## src/rtl/alu_issue_pkg.sv

```systemverilog
// alu_issue_pkg: constants and helpers shared by the rv32i issue stage and the ALU.
//   - Opcode constants (inst[6:0]) for the instruction classes the stage decodes.
//   - 4-bit ALU operation codes, identical to the encoding the `alu` consumes.
//   - Operand-select enums produced by alu_ctrl and consumed by alu_issue.
//   - arith_op(): funct3/funct7_5 -> ALU op for the register/immediate arithmetic groups.
package alu_issue_pkg;

  localparam logic [6:0] OP_R      = 7'b0110011;
  localparam logic [6:0] OP_IMM    = 7'b0010011;
  localparam logic [6:0] OP_LUI    = 7'b0110111;
  localparam logic [6:0] OP_AUIPC  = 7'b0010111;
  localparam logic [6:0] OP_LOAD   = 7'b0000011;
  localparam logic [6:0] OP_STORE  = 7'b0100011;
  localparam logic [6:0] OP_BRANCH = 7'b1100011;
  localparam logic [6:0] OP_JAL    = 7'b1101111;
  localparam logic [6:0] OP_JALR   = 7'b1100111;

  localparam logic [3:0] ALU_AND  = 4'h0;
  localparam logic [3:0] ALU_OR   = 4'h1;
  localparam logic [3:0] ALU_ADD  = 4'h2;
  localparam logic [3:0] ALU_SUB  = 4'h6;
  localparam logic [3:0] ALU_XOR  = 4'h7;
  localparam logic [3:0] ALU_SLL  = 4'h8;
  localparam logic [3:0] ALU_SLT  = 4'h9;
  localparam logic [3:0] ALU_SLTU = 4'ha;
  localparam logic [3:0] ALU_SRL  = 4'hb;
  localparam logic [3:0] ALU_SRA  = 4'hc;

  // Source of the ALU x operand.
  typedef enum logic [1:0] {
    X_SEL_RS1  = 2'd0,
    X_SEL_PC   = 2'd1,
    X_SEL_ZERO = 2'd2
  } x_sel_e;

  // Source of the ALU y operand; FOUR produces the link value for jumps.
  typedef enum logic [1:0] {
    Y_SEL_RS2  = 2'd0,
    Y_SEL_IMM  = 2'd1,
    Y_SEL_FOUR = 2'd2,
    Y_SEL_ZERO = 2'd3
  } y_sel_e;

  // funct3 -> ALU op for R-type / OP-IMM. sub_ok is cleared for OP-IMM,
  // where funct7_5 is part of the immediate for addi and never means sub.
  function automatic logic [3:0] arith_op(input logic [2:0] funct3,
                                          input logic       funct7_5,
                                          input logic       sub_ok);
    logic [3:0] op;
    case (funct3)
      3'b000:  op = (sub_ok && funct7_5) ? ALU_SUB : ALU_ADD;
      3'b001:  op = ALU_SLL;
      3'b010:  op = ALU_SLT;
      3'b011:  op = ALU_SLTU;
      3'b100:  op = ALU_XOR;
      3'b101:  op = funct7_5 ? ALU_SRA : ALU_SRL;
      3'b110:  op = ALU_OR;
      3'b111:  op = ALU_AND;
      default: op = ALU_ADD;
    endcase
    return op;
  endfunction

endpackage

```

## src/rtl/alu_issue_ctrl.sv

```systemverilog
// alu_ctrl: combinational decode of opcode/funct3/funct7_5 for the issue stage.
//   in : opcode[6:0], funct3[2:0], funct7_5
//   out: alu_op[3:0], x_sel, y_sel (operand source selects),
//        wen (class writes rd; rd==0 masking is done by the caller),
//        illegal (unsupported opcode or branch funct3 01x).
// Illegal encodings decode to add with zero operands and no writeback.
module alu_ctrl
  import alu_issue_pkg::*;
(
  input  logic [6:0] opcode,
  input  logic [2:0] funct3,
  input  logic       funct7_5,
  output logic [3:0] alu_op,
  output x_sel_e     x_sel,
  output y_sel_e     y_sel,
  output logic       wen,
  output logic       illegal
);

  // Instruction-class decode; defaults describe the illegal case.
  always_comb begin
    alu_op  = ALU_ADD;
    x_sel   = X_SEL_ZERO;
    y_sel   = Y_SEL_ZERO;
    wen     = 1'b0;
    illegal = 1'b1;
    case (opcode)
      OP_R: begin
        alu_op  = arith_op(funct3, funct7_5, 1'b1);
        x_sel   = X_SEL_RS1;
        y_sel   = Y_SEL_RS2;
        wen     = 1'b1;
        illegal = 1'b0;
      end
      OP_IMM: begin
        alu_op  = arith_op(funct3, funct7_5, 1'b0);
        x_sel   = X_SEL_RS1;
        y_sel   = Y_SEL_IMM;
        wen     = 1'b1;
        illegal = 1'b0;
      end
      OP_LUI: begin
        x_sel   = X_SEL_ZERO;
        y_sel   = Y_SEL_IMM;
        wen     = 1'b1;
        illegal = 1'b0;
      end
      OP_AUIPC: begin
        x_sel   = X_SEL_PC;
        y_sel   = Y_SEL_IMM;
        wen     = 1'b1;
        illegal = 1'b0;
      end
      OP_LOAD, OP_STORE: begin
        x_sel   = X_SEL_RS1;
        y_sel   = Y_SEL_IMM;
        wen     = (opcode == OP_LOAD);
        illegal = 1'b0;
      end
      OP_BRANCH: begin
        // Comparison kind lives in funct3[2:1]; 01x has no branch encoding.
        case (funct3[2:1])
          2'b00: begin
            alu_op  = ALU_SUB;
            x_sel   = X_SEL_RS1;
            y_sel   = Y_SEL_RS2;
            illegal = 1'b0;
          end
          2'b10: begin
            alu_op  = ALU_SLT;
            x_sel   = X_SEL_RS1;
            y_sel   = Y_SEL_RS2;
            illegal = 1'b0;
          end
          2'b11: begin
            alu_op  = ALU_SLTU;
            x_sel   = X_SEL_RS1;
            y_sel   = Y_SEL_RS2;
            illegal = 1'b0;
          end
          default: begin
            illegal = 1'b1;
          end
        endcase
      end
      OP_JAL, OP_JALR: begin
        x_sel   = X_SEL_PC;
        y_sel   = Y_SEL_FOUR;
        wen     = 1'b1;
        illegal = 1'b0;
      end
      default: begin
        illegal = 1'b1;
      end
    endcase
  end

endmodule

```

## src/rtl/alu_issue.sv

```systemverilog
// alu_issue: rv32i ID/EX issue stage feeding the `alu`.
//   in : decoded fields (opcode, funct3, funct7_5, rs1/rs2/rd addresses, imm, pc),
//        register-file data, EX/MEM and MEM/WB forwarding sources,
//        in_valid / flush from upstream, alu_ready from downstream.
//   out: in_ready, and the registered alu_valid, alu_op, alu_x, alu_y,
//        out_rd, out_wen, out_illegal.
// Single-entry pipeline register, 1-cycle latency, synchronous active-high rst.
// Build option: define ALU_ISSUE_FWD_EN to enable operand forwarding; without it
// the forwarding inputs are ignored and the hazard unit is expected to stall.
module alu_issue
  import alu_issue_pkg::*;
#(
  parameter int XLEN    = 32,
  parameter int RADDR_W = 5
) (
  input  logic               clk,
  input  logic               rst,
  input  logic               flush,
  input  logic               in_valid,
  output logic               in_ready,
  input  logic [XLEN-1:0]    pc,
  input  logic [6:0]         opcode,
  input  logic [2:0]         funct3,
  input  logic               funct7_5,
  input  logic [RADDR_W-1:0] rs1_addr,
  input  logic [RADDR_W-1:0] rs2_addr,
  input  logic [RADDR_W-1:0] rd_addr,
  input  logic [XLEN-1:0]    rs1_data,
  input  logic [XLEN-1:0]    rs2_data,
  input  logic [XLEN-1:0]    imm,
  input  logic               exm_wen,
  input  logic [RADDR_W-1:0] exm_rd,
  input  logic [XLEN-1:0]    exm_data,
  input  logic               wb_wen,
  input  logic [RADDR_W-1:0] wb_rd,
  input  logic [XLEN-1:0]    wb_data,
  output logic               alu_valid,
  input  logic               alu_ready,
  output logic [3:0]         alu_op,
  output logic [XLEN-1:0]    alu_x,
  output logic [XLEN-1:0]    alu_y,
  output logic [RADDR_W-1:0] out_rd,
  output logic               out_wen,
  output logic               out_illegal
);

  logic [3:0]         dec_op_s;
  x_sel_e             x_sel_s;
  y_sel_e             y_sel_s;
  logic               dec_wen_s;
  logic               dec_ill_s;
  logic [XLEN-1:0]    rs1_fwd_s;
  logic [XLEN-1:0]    rs2_fwd_s;
  logic [XLEN-1:0]    x_s;
  logic [XLEN-1:0]    y_s;
  logic               capture_s;

  logic               alu_valid_q, alu_valid_d;
  logic [3:0]         alu_op_q, alu_op_d;
  logic [XLEN-1:0]    alu_x_q, alu_x_d;
  logic [XLEN-1:0]    alu_y_q, alu_y_d;
  logic [RADDR_W-1:0] out_rd_q, out_rd_d;
  logic               out_wen_q, out_wen_d;
  logic               out_illegal_q, out_illegal_d;

  alu_ctrl u_ctrl (
    .opcode   (opcode),
    .funct3   (funct3),
    .funct7_5 (funct7_5),
    .alu_op   (dec_op_s),
    .x_sel    (x_sel_s),
    .y_sel    (y_sel_s),
    .wen      (dec_wen_s),
    .illegal  (dec_ill_s)
  );

`ifdef ALU_ISSUE_FWD_EN
  // Operand forwarding: the younger EX/MEM result beats MEM/WB; x0 never forwards.
  always_comb begin
    if (exm_wen && (exm_rd == rs1_addr) && (rs1_addr != {RADDR_W{1'b0}})) begin
      rs1_fwd_s = exm_data;
    end else if (wb_wen && (wb_rd == rs1_addr) && (rs1_addr != {RADDR_W{1'b0}})) begin
      rs1_fwd_s = wb_data;
    end else begin
      rs1_fwd_s = rs1_data;
    end
    if (exm_wen && (exm_rd == rs2_addr) && (rs2_addr != {RADDR_W{1'b0}})) begin
      rs2_fwd_s = exm_data;
    end else if (wb_wen && (wb_rd == rs2_addr) && (rs2_addr != {RADDR_W{1'b0}})) begin
      rs2_fwd_s = wb_data;
    end else begin
      rs2_fwd_s = rs2_data;
    end
  end
`else
  // Forwarding disabled: register-file data is used as read.
  always_comb begin
    rs1_fwd_s = rs1_data;
    rs2_fwd_s = rs2_data;
  end

  // Forwarding sources and source addresses have no consumer in this build.
  logic unused_fwd_s;
  assign unused_fwd_s = ^{exm_wen, exm_rd, exm_data, wb_wen, wb_rd, wb_data,
                          rs1_addr, rs2_addr};
`endif

  // Operand muxing after forwarding.
  always_comb begin
    case (x_sel_s)
      X_SEL_RS1: x_s = rs1_fwd_s;
      X_SEL_PC:  x_s = pc;
      default:   x_s = {XLEN{1'b0}};
    endcase
    case (y_sel_s)
      Y_SEL_RS2:  y_s = rs2_fwd_s;
      Y_SEL_IMM:  y_s = imm;
      Y_SEL_FOUR: y_s = XLEN'(32'd4);
      default:    y_s = {XLEN{1'b0}};
    endcase
  end

  // Accept whenever the register is empty or being drained this cycle.
  assign in_ready  = !alu_valid_q || alu_ready;
  assign capture_s = in_valid && in_ready && !flush;

  // Next-state for the pipeline register; payload holds unless capturing.
  always_comb begin
    alu_op_d      = alu_op_q;
    alu_x_d       = alu_x_q;
    alu_y_d       = alu_y_q;
    out_rd_d      = out_rd_q;
    out_wen_d     = out_wen_q;
    out_illegal_d = out_illegal_q;
    if (capture_s) begin
      alu_valid_d   = 1'b1;
      alu_op_d      = dec_op_s;
      alu_x_d       = x_s;
      alu_y_d       = y_s;
      out_rd_d      = rd_addr;
      out_wen_d     = dec_wen_s && (rd_addr != {RADDR_W{1'b0}});
      out_illegal_d = dec_ill_s;
    end else if (flush || alu_ready) begin
      alu_valid_d   = 1'b0;
    end else begin
      alu_valid_d   = alu_valid_q;
    end
  end

  // Pipeline register with synchronous reset.
  always_ff @(posedge clk) begin
    if (rst) begin
      alu_valid_q   <= 1'b0;
      alu_op_q      <= 4'h0;
      alu_x_q       <= {XLEN{1'b0}};
      alu_y_q       <= {XLEN{1'b0}};
      out_rd_q      <= {RADDR_W{1'b0}};
      out_wen_q     <= 1'b0;
      out_illegal_q <= 1'b0;
    end else begin
      alu_valid_q   <= alu_valid_d;
      alu_op_q      <= alu_op_d;
      alu_x_q       <= alu_x_d;
      alu_y_q       <= alu_y_d;
      out_rd_q      <= out_rd_d;
      out_wen_q     <= out_wen_d;
      out_illegal_q <= out_illegal_d;
    end
  end

  assign alu_valid   = alu_valid_q;
  assign alu_op      = alu_op_q;
  assign alu_x       = alu_x_q;
  assign alu_y       = alu_y_q;
  assign out_rd      = out_rd_q;
  assign out_wen     = out_wen_q;
  assign out_illegal = out_illegal_q;

endmodule

```

## config.mk

```make
export PLATFORM = sky130hd
export DESIGN_NAME = alu_issue
export DESIGN_NICKNAME = d
export VERILOG_FILES = /design/src/rtl/alu_issue_pkg.sv /design/src/rtl/alu_issue_ctrl.sv /design/src/rtl/alu_issue.sv
export SDC_FILE = /design/constraint.sdc
export NUM_CORES = 1
export LEC_CHECK = 0
export CAP_MARGIN = 0
export CELL_PAD_IN_SITES_DETAIL_PLACEMENT = 1
export CELL_PAD_IN_SITES_GLOBAL_PLACEMENT = 2
export CORE_AREA = 2 2 122 124
export DETAILED_ROUTE_END_ITERATION = 7
export DIE_AREA = 0 0 124 126
export DONT_BUFFER_PORTS = 1
export PLACE_DENSITY = 0.66
export SLEW_MARGIN = 20
export SYNTH_ARGS = -nofsm -noshare
export SYNTH_HDL_FRONTEND = slang
export SYNTH_SLANG_ARGS = --single-unit
```

## constraint.sdc

```tcl
create_clock -name clk -period 3.4 [get_ports clk]
set_clock_uncertainty 0.2 [all_clocks]
set_input_delay 0.68 -clock clk [delete_from_list [all_inputs] [get_ports clk]]
set_output_delay 0.68 -clock clk [all_outputs]
set_load 0.1 [all_outputs]
```

Word-level counts from Yosys, hierarchy flattened. Cells that the tools add are included.

Bits in registers: 76. Input bits: 235. Output and inout port bits: 77. Word-level logic and storage cells: 66.

Equality and inequality tests: 21. Multiplexer cells: 17. Reductions and logical operators: 21.

Operators with widths (number): 32-bit one-hot mux with 3 select lines (1); 32-bit one-hot mux with 2 select lines (1); 4-bit one-hot mux with 8 select lines (2); 4-bit one-hot mux with 3 select lines (2); 7-bit by 6-bit equality test with 1-bit output, second input constant (3); 7-bit equality test, second input constant (3); 7-bit by 5-bit equality test with 1-bit output, second input constant (2); 3-bit equality test, second input constant (4); 2-bit one-hot mux with 4 select lines (1); 8-bit OR reduction (1); 7-bit by 2-bit equality test with 1-bit output, second input constant (1); 2-bit equality test, second input constant (3); 3-bit by 2-bit equality test with 1-bit output, second input constant (2); 2-bit logical NOT (3); 3-bit 2-to-1 mux (2); 2-bit one-hot mux with 3 select lines (1); 3-bit OR reduction (2); 6-bit OR reduction (1); 5-bit nonzero test (1); 5-bit OR reduction (1); 2-bit by 1-bit equality test with 1-bit output, second input constant (2); 2-bit 2-to-1 mux (2); 1-bit one-hot mux with 2 select lines (2); 2-bit OR reduction (2); 8 further kinds (14).

Depth between registers and ports, before layout.
Word-level depth: 6. Depth in mapped cells: 6. Depth with buffers taken out: 4.

Hierarchy. From an unflattened synthesis, not the netlist that was laid out.

Cells, all modules: 339. Area, all modules: 3527.1 um^2.

Modules (own cells, without submodules): alu_issue (instances 1, cells each 281, area an instance 3175.5 um^2, sequential area each 1521.5 um^2); alu_ctrl (instances 1, cells each 58, area an instance 351.6 um^2, sequential area each 0.0 um^2).

Least setup slack after synthesis. No wires, ideal clock.

Path kind: reg2reg. Start: register alu_valid_q, in the netlist alu_valid. End: register alu_y_q[0], in the netlist alu_y[0]. Library setup time: 0.089 ns. Data arrival time: 2.949 ns. Data required time: 3.111 ns. Path slack: 0.163 ns. Cell stages (with the launch flop): 7. Path buffers: 3. Period minus slack after synthesis: 3.237 ns. Cells stage by stage: dfxtp_1 -> nand2b_1 -> and3_1 -> buf_2 -> buf_2 -> clkbuf_1 -> o32ai_2.

Longest elaborated chain between the ends: 4.

Ends and longest elaborated chain: start, declared (RTL line alu_issue.sv:58) `logic alu_valid_q, alu_valid_d;`; start signal, assigned (RTL line alu_issue.sv:161) `alu_valid_q <= alu_valid_d;`; 1-bit logical NOT (RTL line alu_issue.sv:124) `assign in_ready = !alu_valid_q || alu_ready;`; 1-bit logical OR (RTL line alu_issue.sv:124); net in_ready (RTL line alu_issue.sv:20) `output logic in_ready,`; 1-bit logical AND (2 in a row) (RTL line alu_issue.sv:125) `assign capture_s = in_valid && in_ready && !flush;`; end signal, assigned (RTL line alu_issue.sv:156) `alu_y_q <= {XLEN{1'b0}};`; end signal, assigned (RTL line alu_issue.sv:164) `alu_y_q <= alu_y_d;`; end, declared (RTL line alu_issue.sv:61) `logic [XLEN-1:0] alu_y_q, alu_y_d;`.

The timed path passes the listed nets, and every way through them passes these cells. A chain may end at the register's enable or synchronous reset.

Final worst setup path.
Start: input port funct3[1]. End: register alu_y_q[5], in the netlist alu_y[5].

Longest elaborated chain between the ends: 6. Elaborated cells between the ends (all ways): 10.

Ends and longest elaborated chain: start, declared (RTL line alu_issue.sv:23) `input logic [2:0] funct3,`; 2-bit equality test or 2-bit logical NOT (tied branches) (RTL line alu_issue_ctrl.sv:62) `case (funct3[2:1])`; 3-bit OR reduction (no line) *; 2-bit 2-to-1 mux * (RTL line alu_issue_ctrl.sv:62); 2-bit one-hot mux with 4 select lines * (RTL line alu_issue_ctrl.sv:27) `case (opcode)`; 2-bit equality test, or another cell as far along (RTL line alu_issue.sv:115) `case (y_sel_s)`; 32-bit one-hot mux with 3 select lines * (RTL line alu_issue.sv:115).

Every way passes the cells marked *; elsewhere a longest branch is shown, timed or not.

==> impl_metrics.tcl <==
set metrics [dict create \
    status "complete, no violations" \
    grt_max_degree 68 \
    end_kind "flop" \
    synth_area_um2 3900 \
    synthAdderAreaFrac 0 \
    cts_tree "done" \
    fin_crit_sh 0.659 \
    relSlewSlack 0.322 \
    power_density_nw_per_um2 542 \
    synthMuxAreaShare 0 \
    min-delay-start "flush" \
    numCtsBuffers 9 \
    hold_depth 1 \
    viasPerCell 5.86 \
    cts_resized 0 \
    io_pins 312 \
    port_buffers 0 \
    cts_hold_buf 0 \
    tns_ns 0 \
    n_fill_cell 1648 \
    h-tree-depth 3 \
    num_rows 44 \
    dp_cells 576 \
    path_cells "nor2b_1 > a21o_1 > a221o_2 > o32ai_2" \
    start_util 0.272 \
    dr.pass1.iters 4 \
    grt_usage 0.147 \
    synth_area_per_cell_um2 9.05 \
    synth-compound-area-share 0.406 \
    synth.distinct_cells 45 \
    ir_worst_vdd_uv 188 \
    top_usage_layer "met2" \
    use_met2 0.256 \
    ys_ff_latch 76 \
    cp.arrival_ns 2.22 \
    gr-usage-met3 0.0498 \
    hold_path_end "alu_valid" \
    hold_viol 0 \
    die_w_um 124 \
    clkSinkCount 76 \
    clk_latency_ns 0.34 \
    grt_pass1_wl_um 17800 \
    slowest_stage "a221o_2" \
    drc 0 \
    slowest_delay_ns 0.81 \
    r2r_end "alu_y[12]" \
    syn_nets 666 \
    fin_hold_ws_ns 0.213 \
    drt-total-wl_um 12100 \
    antenna_found_initial 0 \
    worst_pin_slew_ns 1.02 \
    grt_pass1_vias 3495 \
    yosys.area.top_type "dfxtp_1" \
    min_path_type "in2reg" \
    fin_util 0.305 \
    reg2reg_depth 5 \
    clockBufferDepth 2 \
    final_cell_mix "dfxtp_1 (76), nand2_1 (47), a21oi_1 (42)" \
    final_cells 592 \
    synth_cells 431 \
    die_height_um 126 \
    drv_cap 0 \
    avgRoutedWirePerCell_um 20.4 \
    overflow 0 \
    synthSimpleGateAreaFrac 0.141 \
    final_common_cell "dfxtp_1" \
    p_sw_frac 0.306 \
    dieArea_um2 15600 \
    ant_nets 0 \
    cts_root_buf "clkbuf_16" \
    gp_congestion 0.770 \
    seq_area_um2 1520 \
    min_period_ns 2.24 \
    p_int_mw 1.64 \
    core_um2 14300 \
    power.switching_uw 725 \
    synth_area_leaders "dfxtp_1 (39%), o32ai_2 (12%), a32oi_1 (7.2%), a22oi_1 (6.2%), a21oi_1 (5.4%)" \
    nets 638 \
    start_kind "input pin" \
    drt-initial-drc-count 113 \
    yosys_warnings 0 \
    max_freq_mhz 446 \
    power_leakage_nw 1.40 \
    final_max_slew_viol_count 0 \
    worstPathRequired_ns 3.38 \
    final-setup-viol-count 0 \
    seqPwrFrac 0.482 \
    p_comb_frac 0.066 \
    multi_input_area_um2 2150 \
    clkPwrFrac 0.452 \
    vias 3469 \
    rsz0062_at_grt "false" \
    clkTransAtPathRegs_ns 0.06 \
    areaGrowthSynthToFinish_pct 11.9 \
    crit_type "in2reg" \
    netlist.area_leader.share 0.390 \
    synth_top_family_by_area "compound AO/OA/AOI/OAI gates" \
    use_met1 0.162 \
    layout-drive-gt1-share 0.167 \
    cts_setup_buffers 0 \
    synthXorXnorAreaFrac 0 \
    seq_area_frac_synth 0.390 \
    r2r_start "alu_valid" \
    dp.final_hpwl_um 8430 \
    ff2ff_setup_slack_ns 1.34 \
    diodes 0 \
    path_max_fanout 32 \
]
## cell families (layout without fill, tap and decap cells)
family                 Yosys count  after routing
AO/OA/AOI/OAI                  195            195
buffers and inverters           57             34
flip-flops                      76             76
AND/OR/NAND/NOR                103            103
## synthesized netlist by cell type (all sizes together)
master	count
dfxtp	76
nand2	47
a21oi	43
clkbuf	40
o21ai	37
a22oi	32
a32oi	32
and3	32
o32ai	32
buf	11
inv	6
nand2b	5
nor2b	4
nand3	3
a211oi	2
a221o	2
and3b	2
nor2	2
nor3	2
o21bai	2
a211o	1
a21o	1
a31o	1
a31oi	1
a32o	1
a41oi	1
and2	1
and4bb	1
nand3b	1
nand4bb	1
o2111ai	1
o211a	1
o211ai	1
o21a	1
o21ba	1
o22ai	1
o41ai	1
or2	1
or4b	1
## sequential cells by signal (all words and copies together), names as in the netlist
| register | count |
|---|---|
| alu_op | 4 |
| out_rd | 5 |
| alu_y | 32 |
| alu_x | 32 |
| out_wen | 1 |
| out_illegal | 1 |
| alu_valid | 1 |
## cell type report
| class | instances | area share |
|---|---|---|
| Clock inverter | 6 | 0.0218 |
| Tap cell | 184 | 0.0528 |
| Timing Repair Buffer | 12 | 0.0235 |
| Clock buffer | 10 | 0.0548 |
| Sequential cell | 76 | 0.349 |
| Multi-Input combinational cell | 298 | 0.493 |
| Inverter | 6 | 0.00516 |
## worst max-delay path, delay by kind of cell
family,cells,cell delay (ns)
compound gates,3,1.18
simple gates,1,0.33
## power by group through the flow
stage          logic [mW]  registers, mW  clock network, mW
2_1_floorplan       0.133           1.16                  0
3_3_place_gp        0.153           1.16                  0
3_5_place_dp        0.160           1.16                  0
4_1_cts             0.160           1.14               1.11
5_1_grt             0.175           1.14               1.15
6_report            0.157           1.14               1.07
## layer usage
layer,wire [µm],up-vias
li1,-,1615
met1,4750,1681
met2,5950,160
met3,1190,13
met4,210,0
met5,0,-
## worst max path at each step
stage               from        end  slack [ns]  cells after the start
6_report       funct3[1]   alu_y[5]        1.16                      4
5_1_grt        funct3[1]  alu_y[12]        1.03                      4
4_1_cts        funct3[1]  alu_y[12]        1.10                      4
3_5_place_dp   funct3[1]   alu_y[4]        0.74                      4
3_3_place_gp   funct3[1]   alu_y[9]        0.83                      4
2_1_floorplan  alu_valid   alu_y[0]        0.16                      6
## stage by stage
stage | setup slack, ns | power [mW] | instance area (µm²)
3_3_place_gp | 0.832 | 1.31 | 4030
3_5_place_dp | 0.738 | 1.32 | 4030
2_1_floorplan | 0.163 | 1.29 | 3900
6_report | 1.16 | 2.37 | 4360
4_1_cts | 1.10 | 2.41 | 4360
5_1_grt | 1.03 | 2.46 | 4360
No activity file was read; power rests on OpenSTA's default activity.
